**config.mk**
```make
export PLATFORM = sky130hd
export DESIGN_NAME = load_store_unit
export DESIGN_NICKNAME = d
export VERILOG_FILES = /design/src/rtl/lsu_pkg.sv /design/src/rtl/lsu_byte_lane.sv /design/src/rtl/load_store_unit.sv
export SDC_FILE = /design/constraint.sdc
export NUM_CORES = 1
export LEC_CHECK = 0
export CAP_MARGIN = 15
export CORE_MARGIN = 2
export CORE_UTILIZATION = 50
export DETAILED_ROUTE_END_ITERATION = 16
export DONT_BUFFER_PORTS = 1
export GPL_ROUTABILITY_DRIVEN = 1
export PLACE_DENSITY_LB_ADDON = 0.3
export SLEW_MARGIN = 5
export SYNTH_ARGS = -nofsm -noshare
export SYNTH_HDL_FRONTEND = slang
export SYNTH_SLANG_ARGS = --single-unit
export TNS_END_PERCENT = 100
```
**constraint.sdc**
```tcl
create_clock -name clk -period 5.2 [get_ports clk]
set_input_delay 0 -clock clk [delete_from_list [all_inputs] [get_ports clk]]
set_output_delay 0 -clock clk [all_outputs]
set_load 0.02 [all_outputs]
```
**src/rtl/lsu_pkg.sv**
```systemverilog
// Shared types and helpers for the load/store unit: FSM state encoding,
// access-size codes and the per-size masks used by the lane logic.
package lsu_pkg;

  // Sequencer states of the load/store unit
  typedef enum logic [1:0] {
    IDLE  = 2'd0,
    READ  = 2'd1,
    WRITE = 2'd2,
    RESP  = 2'd3
  } lsu_state_e;

  // Access size codes carried on req_size
  localparam logic [1:0] SZ_B = 2'd0;
  localparam logic [1:0] SZ_H = 2'd1;
  localparam logic [1:0] SZ_W = 2'd2;
  localparam logic [1:0] SZ_D = 2'd3;

  // Byte-offset bits that must be zero for an access of this size to be aligned
  function automatic logic [2:0] offset_mask(input logic [1:0] size);
    case (size)
      SZ_B:    offset_mask = 3'b000;
      SZ_H:    offset_mask = 3'b001;
      SZ_W:    offset_mask = 3'b011;
      default: offset_mask = 3'b111;
    endcase
  endfunction

  // Right-aligned mask covering all bits of an access of this size
  function automatic logic [63:0] field_mask(input logic [1:0] size);
    case (size)
      SZ_B:    field_mask = 64'h0000_0000_0000_00FF;
      SZ_H:    field_mask = 64'h0000_0000_0000_FFFF;
      SZ_W:    field_mask = 64'h0000_0000_FFFF_FFFF;
      default: field_mask = 64'hFFFF_FFFF_FFFF_FFFF;
    endcase
  endfunction

  // Bit index of the sign bit of a right-aligned field of this size
  function automatic logic [5:0] field_msb(input logic [1:0] size);
    case (size)
      SZ_B:    field_msb = 6'd7;
      SZ_H:    field_msb = 6'd15;
      SZ_W:    field_msb = 6'd31;
      default: field_msb = 6'd63;
    endcase
  endfunction

endpackage

```
**src/rtl/lsu_byte_lane.sv**
```systemverilog
// Combinational byte-lane datapath of the load/store unit.
// Load side: pulls the addressed field out of a memory word, moves it to
// bit 0 and sign- or zero-extends it to 64 bits.
// Store side: merges the low bytes of the store data into the addressed
// byte lanes of a memory word, leaving the other lanes untouched.
module lsu_byte_lane
  import lsu_pkg::*;
(
  input  logic [1:0]  size,
  input  logic        is_unsigned,
  input  logic [2:0]  lane,
  input  logic [63:0] word,
  input  logic [63:0] wdata,
  output logic [63:0] load_data,
  output logic [63:0] store_word
);

  logic [5:0]  shamt;
  logic [63:0] fmask;
  logic [63:0] lane_mask;
  logic [63:0] shifted;
  logic        sign_bit;

  // Load extraction/extension and store merge for the selected lanes
  always_comb begin
    // NOTE: every output of a combinational block gets a value on every path
    // (defaults first), otherwise synthesis infers a latch.
    load_data  = '0;
    store_word = '0;
    shamt      = {lane, 3'b000};
    fmask      = field_mask(size);
    lane_mask  = fmask << shamt;
    shifted    = (word >> shamt) & fmask;
    sign_bit   = shifted[field_msb(size)] & ~is_unsigned;

    load_data  = sign_bit ? (shifted | ~fmask) : shifted;
    store_word = (word & ~lane_mask) | ((wdata << shamt) & lane_mask);
  end

endmodule

```
**src/rtl/load_store_unit.sv**
```systemverilog
// Load/store unit in front of a single-port 64-bit data memory with a
// combinational read port and a clocked write port.
// Sub-doubleword stores are done as read-modify-write (READ then WRITE);
// loads take one READ cycle; every request finishes with one RESP cycle.
// Build option: define LSU_MISALIGN_TRAP_EN to reject misaligned requests
// with rsp_err instead of silently aligning the address down.
module load_store_unit
  import lsu_pkg::*;
#(
  parameter int ADDR_W = 5
) (
  input  logic              clk,
  input  logic              rst_n,
  input  logic              req_valid,
  output logic              req_ready,
  input  logic              req_we,
  input  logic [1:0]        req_size,
  input  logic              req_unsigned,
  input  logic [ADDR_W+2:0] req_addr,
  input  logic [63:0]       req_wdata,
  output logic              rsp_valid,
  output logic [63:0]       rsp_rdata,
  output logic              rsp_err,
  output logic [ADDR_W-1:0] mem_addr,
  output logic              mem_we,
  output logic [63:0]       mem_din,
  input  logic [63:0]       mem_dout
);

  lsu_state_e  state_q;
  logic        we_q;
  logic [1:0]  size_q;
  logic        unsigned_q;
  logic [2:0]  lane_q;
  logic [63:0] wdata_q;

  logic        accept;
  logic        misaligned;
  logic [2:0]  aligned_lane;
  logic [63:0] load_data;
  logic [63:0] store_word;

  assign accept       = (state_q == IDLE) && req_valid;
  assign aligned_lane = req_addr[2:0] & ~offset_mask(req_size);

`ifdef LSU_MISALIGN_TRAP_EN
  assign misaligned = |(req_addr[2:0] & offset_mask(req_size));
`else
  assign misaligned = 1'b0;
`endif

  lsu_byte_lane u_byte_lane (
    .size        (size_q),
    .is_unsigned (unsigned_q),
    .lane        (lane_q),
    .word        (mem_dout),
    .wdata       (wdata_q),
    .load_data   (load_data),
    .store_word  (store_word)
  );

  // Request sequencer with registered request fields and registered outputs
  always_ff @(posedge clk or negedge rst_n) begin
    if (!rst_n) begin
      state_q    <= IDLE;
      we_q       <= 1'b0;
      size_q     <= SZ_B;
      unsigned_q <= 1'b0;
      lane_q     <= '0;
      wdata_q    <= '0;
      req_ready  <= 1'b1;
      rsp_valid  <= 1'b0;
      rsp_rdata  <= '0;
      mem_addr   <= '0;
      mem_we     <= 1'b0;
      mem_din    <= '0;
    end else begin
      // NOTE: state registers use non-blocking assignments so every register
      // in this block sees the pre-edge values, independent of statement order.
      case (state_q)
        IDLE: begin
          if (accept) begin
            we_q       <= req_we;
            size_q     <= req_size;
            unsigned_q <= req_unsigned;
            lane_q     <= aligned_lane;
            wdata_q    <= req_wdata;
            mem_addr   <= req_addr[ADDR_W+2:3];
            req_ready  <= 1'b0;
            if (misaligned) begin
              // Rejected: straight to the response, memory untouched
              state_q   <= RESP;
              rsp_valid <= 1'b1;
              rsp_rdata <= '0;
            end else if (req_we && (req_size == SZ_D)) begin
              // Whole-word store needs no read-back
              state_q <= WRITE;
              mem_we  <= 1'b1;
              mem_din <= req_wdata;
            end else begin
              state_q <= READ;
            end
          end
        end

        READ: begin
          if (we_q) begin
            state_q <= WRITE;
            mem_we  <= 1'b1;
            mem_din <= store_word;
          end else begin
            state_q   <= RESP;
            rsp_valid <= 1'b1;
            rsp_rdata <= load_data;
          end
        end

        WRITE: begin
          state_q   <= RESP;
          mem_we    <= 1'b0;
          mem_din   <= '0;
          rsp_valid <= 1'b1;
          rsp_rdata <= '0;
        end

        RESP: begin
          state_q   <= IDLE;
          rsp_valid <= 1'b0;
          rsp_rdata <= '0;
          mem_addr  <= '0;
          req_ready <= 1'b1;
        end

        default: begin
          state_q   <= IDLE;
          req_ready <= 1'b1;
        end
      endcase
    end
  end

`ifdef LSU_MISALIGN_TRAP_EN
  logic err_q;

  // Error flag: set on accepting a misaligned request, cleared after RESP
  always_ff @(posedge clk or negedge rst_n) begin
    if (!rst_n) begin
      err_q <= 1'b0;
    end else if (accept) begin
      err_q <= misaligned;
    end else if (state_q == RESP) begin
      err_q <= 1'b0;
    end
  end

  assign rsp_err = err_q;
`else
  assign rsp_err = 1'b0;
`endif

endmodule

```
# After elaboration in Yosys (flattened, before gate mapping)

Index checks and enable logic that the tools add are counted.

Input port bits: 143
Bits in registers: 209
Logic and storage cells: 78
Output and inout bits: 137

Equal/unequal tests: 12
Multiplexer cells: 26
Bitwise logic cells: 12
Magnitude comparators: 1
Shift operators: 3
Reductions and logical operators: 12

Operators with widths:

| kind                 | count |
|---|---|
| $pmux W64 S3         | 2 |
| $mux W64             | 5 |
| $and A64 B64 Y64     | 3 |
| $not A64 Y64         | 2 |
| $or A64 B64 Y64      | 2 |
| $pmux W64 S2         | 1 |
| $shl A64 B6 Y64      | 2 |
| $shr A64 B6 Y64      | 1 |
| $pmux W6 S3          | 1 |
| $eq A2 B2 Y1 const B | 5 |
| $pmux W5 S2          | 1 |
| $pmux W3 S3          | 1 |
| $pmux W2 S4          | 1 |
| $lt A6 B7 Y1 const B | 1 |
| $mux W1              | 7 |
| $bmux W1 S6          | 1 |
| $eq A2 B1 Y1 const B | 3 |
| $logic_not A2 Y1     | 3 |
| $ne A2 B2 Y1 const B | 3 |
| $pmux W1 S3          | 2 |
| $reduce_and A2 Y1    | 3 |
| $mux W5              | 1 |
| $mux W2              | 2 |
| $reduce_and A4 Y1    | 1 |
| other kinds (10)     | 12 |

# Depth between registers and ports, before layout

Depth after elaboration: 9
Mapped depth: 10
Depth with buffers taken out: 7

# Cells and area by module

From an unflattened synthesis, not the netlist that was laid out.

Cells, all modules: 1,433
Area total of the unflattened synthesis: 13,474.2 um^2

Modules (own cells, without submodules):

| module          | instances | area an instance (um^2) | sequential area each (um^2) | cells an instance |
|---|---|---|---|---|
| load_store_unit | 1         | 8,828.5                 | 5,231.3                     | 764 |
| lsu_byte_lane   | 1         | 4,645.7                 | 0.0                         | 669 |

# Worst setup path after synthesis

Ideal clock, no wire load.

Kind: register to register
Start: register state_q[0]
End: register rsp_rdata[48]
Stages on the path, launching flop included: 10
Path slack: 3.028 ns
Arrival time: 2.068 ns
Data required time: 5.096 ns
Cells stage by stage: dfrtp_1 inv_1 ha_1 clkbuf_1 a2111o_1 a311o_1 a21oi_4 nand3_2 buf_6 o311ai_1

Cells in the longest elaborated chain, start to end: 3

RTL lines:

| what                                                            | RTL line               | text |
|---|---|---|
| from (decl)                                                     | load_store_unit.sv:30  | `lsu_state_e state_q;` |
| from (signal assigned)                                          | load_store_unit.sv:65  | `state_q <= IDLE;` |
| from (signal assigned)                                          | load_store_unit.sv:92  | `state_q <= RESP;` |
| from (signal assigned)                                          | load_store_unit.sv:97  | `state_q <= WRITE;` |
| $eq A2 B2 Y1, or another cell as far along                      | load_store_unit.sv:80  | `case (state_q)` |
| $reduce_or A2 Y1 (no source line), or another cell as far along | --                     |  |
| $pmux W64 S2 or $reduce_and A2 Y1 (tied branches)               | --                     |  |
| to (signal assigned)                                            | load_store_unit.sv:114 | `rsp_rdata <= load_data;` |
| to (decl)                                                       | load_store_unit.sv:22  | `output logic [63:0] rsp_rdata,` |

Parallel ways exist; a longest one is shown, timed or not.
A chain may end at the register's enable or synchronous reset.

# Final worst setup path

Start: register lane_q[0]
End: register rsp_rdata[51]

Cells in the longest elaborated chain, start to end: 8

RTL lines:

| what                          | RTL line               | text |
|---|---|---|
| from (decl)                   | load_store_unit.sv:34  | `logic [2:0] lane_q;` |
| from (signal assigned)        | load_store_unit.sv:86  | `lane_q <= aligned_lane;` |
| $shr A64 B6 Y64 *             | lsu_byte_lane.sv:33    | `shifted = (word >> shamt) & fmask;` |
| $and A64 B64 Y64 *            | lsu_byte_lane.sv:33    |  |
| $bmux W1 S6                   | lsu_byte_lane.sv:34    | `sign_bit = shifted[field_msb(size)] & ~is_unsigned;` |
| $mux W1 (not written as such) | lsu_byte_lane.sv:34    |  |
| $and A1 B1 Y1                 | lsu_byte_lane.sv:34    |  |
| $mux W64 *                    | lsu_byte_lane.sv:36    | `load_data = sign_bit ? (shifted \| ~fmask) : shifted;` |
| $mux W64 *                    | load_store_unit.sv:107 | `if (we_q) begin` |
| $pmux W64 S2 *                | load_store_unit.sv:80  |  |

Mark *: on every way between the ends. The rest lies on a longest branch, timed or not. The select of a mux whose other input is x is not followed.

==> impl_metrics.csv <==
group,metric,value,unit
status,run_status,"finished clean",
clocking,htreeDepth,1,
timing,tns,0,ps
timing,fin_crit,3321,ps
clocking,post_cts_buffers,0,
cells_and_area,regArea,5240,µm²
setup_path,worst_ep_arrival_time,3720,ps
hold_path,min_path_cells,4,
timing,skew,12.64,ps
setup_path,worstSetupPathType,"reg2reg",
die,fp-row-count,58,
setup_path,start_kind,"register",
logic_synthesis,synth-xor-area-share,0,%
logic_synthesis,synth_cells,1391,
setup_path,rrSetupSlack,1880,ps
logic_synthesis,synthMuxAreaShare,17.11,%
power_and_ir_drop,ir_drop,435.6,µV
logic_synthesis,synth_fa_ha_area_share,0.3976,%
clocking,cts_root_buf,"clkbuf_16",
timing,tightest_slew,1228,ps
logic_synthesis,synth.ff_latch_count,209,
timing,setup_viol,0,
hold_path,hold_class,"in2reg",
logic_synthesis,synth_cell_types,65,
clocking,cts_tree,"done",
timing,hold_viol_final,0,
clocking,cts_inserted_buffers,23,
die,die_h,162.7,µm
timing,max_freq,301.2,MHz
logic_synthesis,synth_top_family_by_area,"compound AO/OA/AOI/OAI gates",
die,io_pins,280,
setup_path,critPathRequiredTime,5600,ps
global_routing,grt_pass1_wl,75.94,mm
power_and_ir_drop,p_seq_share,34.2,%
placement,gp_congestion,0.9936,
logic_synthesis,yosys.area.top_type,"dfrtp_1",
logic_synthesis,ys.flop_type,"dfrtp_1",
power_and_ir_drop,comb_power_share,51.6,%
logic_synthesis,avgSynthCellArea,9.049,µm²
logic_synthesis,yosys.area_share.simple,16.27,%
cells_and_area,final_nets,1629,
cells_and_area,drive_gt1_share,10.02,%
cells_and_area,area_delta_synth_final,19.58,%
die,start_util,50.42,%
route,wl_per_cell,28.21,µm
logic_synthesis,syn_area,12590,µm²
cells_and_area,num-fill-cells,2143,
logic_synthesis,synth_compound_area_share,19.80,%
logic_synthesis,ys_warn_count,0,
die,fp.dieArea,26460,µm²
timing,period_share,63.86,%
clocking,clkSinkCount,209,
power_and_ir_drop,swShare,50.91,%
route,wirelength,51.80,mm
timing,slew_headroom,18.10,%
logic_synthesis,synth-seq-area-share,41.56,%
setup_path,cp_max_fo,37,
clocking,clk_latency,520,ps
logic_synthesis,synth_area_leaders,"dfrtp_1 (41%), nand2_1 (9.3%), mux2i_1 (7.7%)",
global_routing,grt_overflow,0,
job,drv_cap,0,
setup_path,end_kind,"register",
global_routing,antenna_found_initial,5,
power_and_ir_drop,power_density,767.6,nW/µm²
power_and_ir_drop,power.leakage,0.006460,µW
setup_path,ff2ff_path_depth,5,
power_and_ir_drop,finalPower,11550,µW
timing,rsz0062_at_grt,"no",
logic_synthesis,synth_nets,1538,
power_and_ir_drop,pwr-share-clk,14.2,%
route,dr.pass1.iters,10,
placement,post-dp-hpwl,34.33,mm
logic_synthesis,synth_edf_count,0,
placement,io_buffers,0,
global_routing,grt_pass1_vias,11750,
route,vias,12390,
cells_and_area,multi_input_area,6763,µm²
route,drtIter0Drc,1976,
clocking,cts_buffer_depth,3,
power_and_ir_drop,power.switching,5883,µW
power_and_ir_drop,p_int,5671,µW
logic_synthesis,postSynth.asyncResetShare,100.0,%
logic_synthesis,synth_top_area_share,41.35,%
timing,drv_slew,0,
die,core,24960,µm²
route,antenna_left,0,
clocking,path_clk_slew,70,ps
global_routing,grt_max_degree,210,
die,die_w,162.7,µm
route,viasPerCell,6.751,
global_routing,track_usage,38.33,%
route,post-route-drc-count,0,
==> registers in the layout (all words and copies together), names as in the netlist <==
signal,count
wdata_q,64
req_ready,1
size_q,2
mem_we,1
mem_din,64
unsigned_q,1
lane_q,3
rsp_valid,1
state_q,2
mem_addr,5
we_q,1
rsp_rdata,64
==> Yosys cell counts (all sizes together) (2+ instances only) <==
library cell    n
a311oi          6
o2bb2ai        15
a32oi           2
nor2b          19
nand4           2
o22a            8
a2bb2oi         9
a22oi          30
mux4           32
mux2           41
inv            17
mux2i          97
dfrtp         208
o21ai          85
nand2b          3
and3            9
or2             3
o211ai         23
a21oi         110
o311ai          8
a21o            9
a22o            7
clkbuf         65
buf            51
and2            3
o31ai           7
o221ai          3
nand3          38
ha              4
nor2           97
a211oi         17
nand2         311
a221oi         18
nor3            8
o22ai           9
==> cell families (layout without fill, tap and decap cells) <==
family                   count (synthesis)  after routing
AND/OR/NAND/NOR                        497            497
AO/OA/AOI/OAI                          377            377
flip-flops                             209            209
multiplexers                           170            170
buffers and inverters                  133            239
adder cells (fa/ha/maj)                  4              4
other                                    1             10
==> layout make-up <==
class / count / share of cell area, %
Antenna cell: 9 / 0.1496
Sequential cell: 209 / 34.81
Inverter: 17 / 0.4239
Timing Repair Buffer: 182 / 11.98
Multi-Input combinational cell: 1049 / 44.93
Tap cell: 330 / 2.743
Clock inverter: 8 / 0.5154
Clock buffer: 32 / 4.447
==> per-layer routing <==
layer | GRT usage (%) | vias to the layer above | wire (µm)
met5 | 0 | - | 0
met4 | 19.59 | 0 | 3368
met3 | 10.47 | 241 | 6711
met2 | 57.45 | 977 | 22470
met1 | 51.18 | 5979 | 19250
li1 | - | 5197 | -
==> final timing paths <==
check | end | startpoint
min in group asynchronous | rsp_rdata[59] | rst_n
max | rsp_rdata[51] | lane_q[0]
min reg2reg | wdata_q[50] | wdata_q[50]
max in group asynchronous | mem_din[17] | rst_n
max reg2reg | rsp_rdata[51] | lane_q[0]
min | rsp_rdata[12] | mem_dout[12]
==> metrics by stage <==
stage	cells	setup slack [ps]	instance area [µm²]	hold WS [ps]	utilization, %
global placement	1620	2014	12590	-286.7	50.44
floorplan	1391	3028	12590	-295.6	-
CTS	1827	1931	15030	0.2253	60.20
detailed placement	1621	1967	12600	-288.8	50.49
global route	1831	1635	15040	14.57	60.24
finish	1836	1879	15050	17.42	60.29
==> what timing repair did <==
action,4_1_cts,5_1_grt
hold buffers,166,0
resized for setup,0,0
hold endpoints to repair,407,0
==> worst max-delay path, stage by stage (launching register included) <==
cell	delay, ps
dfrtp_4	690
inv_2	700
mux4_2	690
a21oi_4	200
nand3_2	560
o311ai_0	320
==> power groups by stage <==
stage          Combinational, µW  Sequential, µW  Clock, µW
6_report                    5960            3960       1640
2_1_floorplan               4420            3440          0
4_1_cts                     5790            3910       1640
3_3_place_gp                5380            3920          0
3_5_place_dp                5490            3930          0
5_1_grt                     6440            4020       1710
==> cells in the final DEF, fill, tap and decap left out, types with 32 or more instances in the layout <==
cell and count:
a21oi_1 108, dfrtp_1 205, dlygate4sd3_1 165, mux2_2 41, mux2i_1 97, mux4_2 32, nand2_1 310, nand3_1 37
nor2_1 97, o21ai_0 84
(Power assumes the default switching activity.)
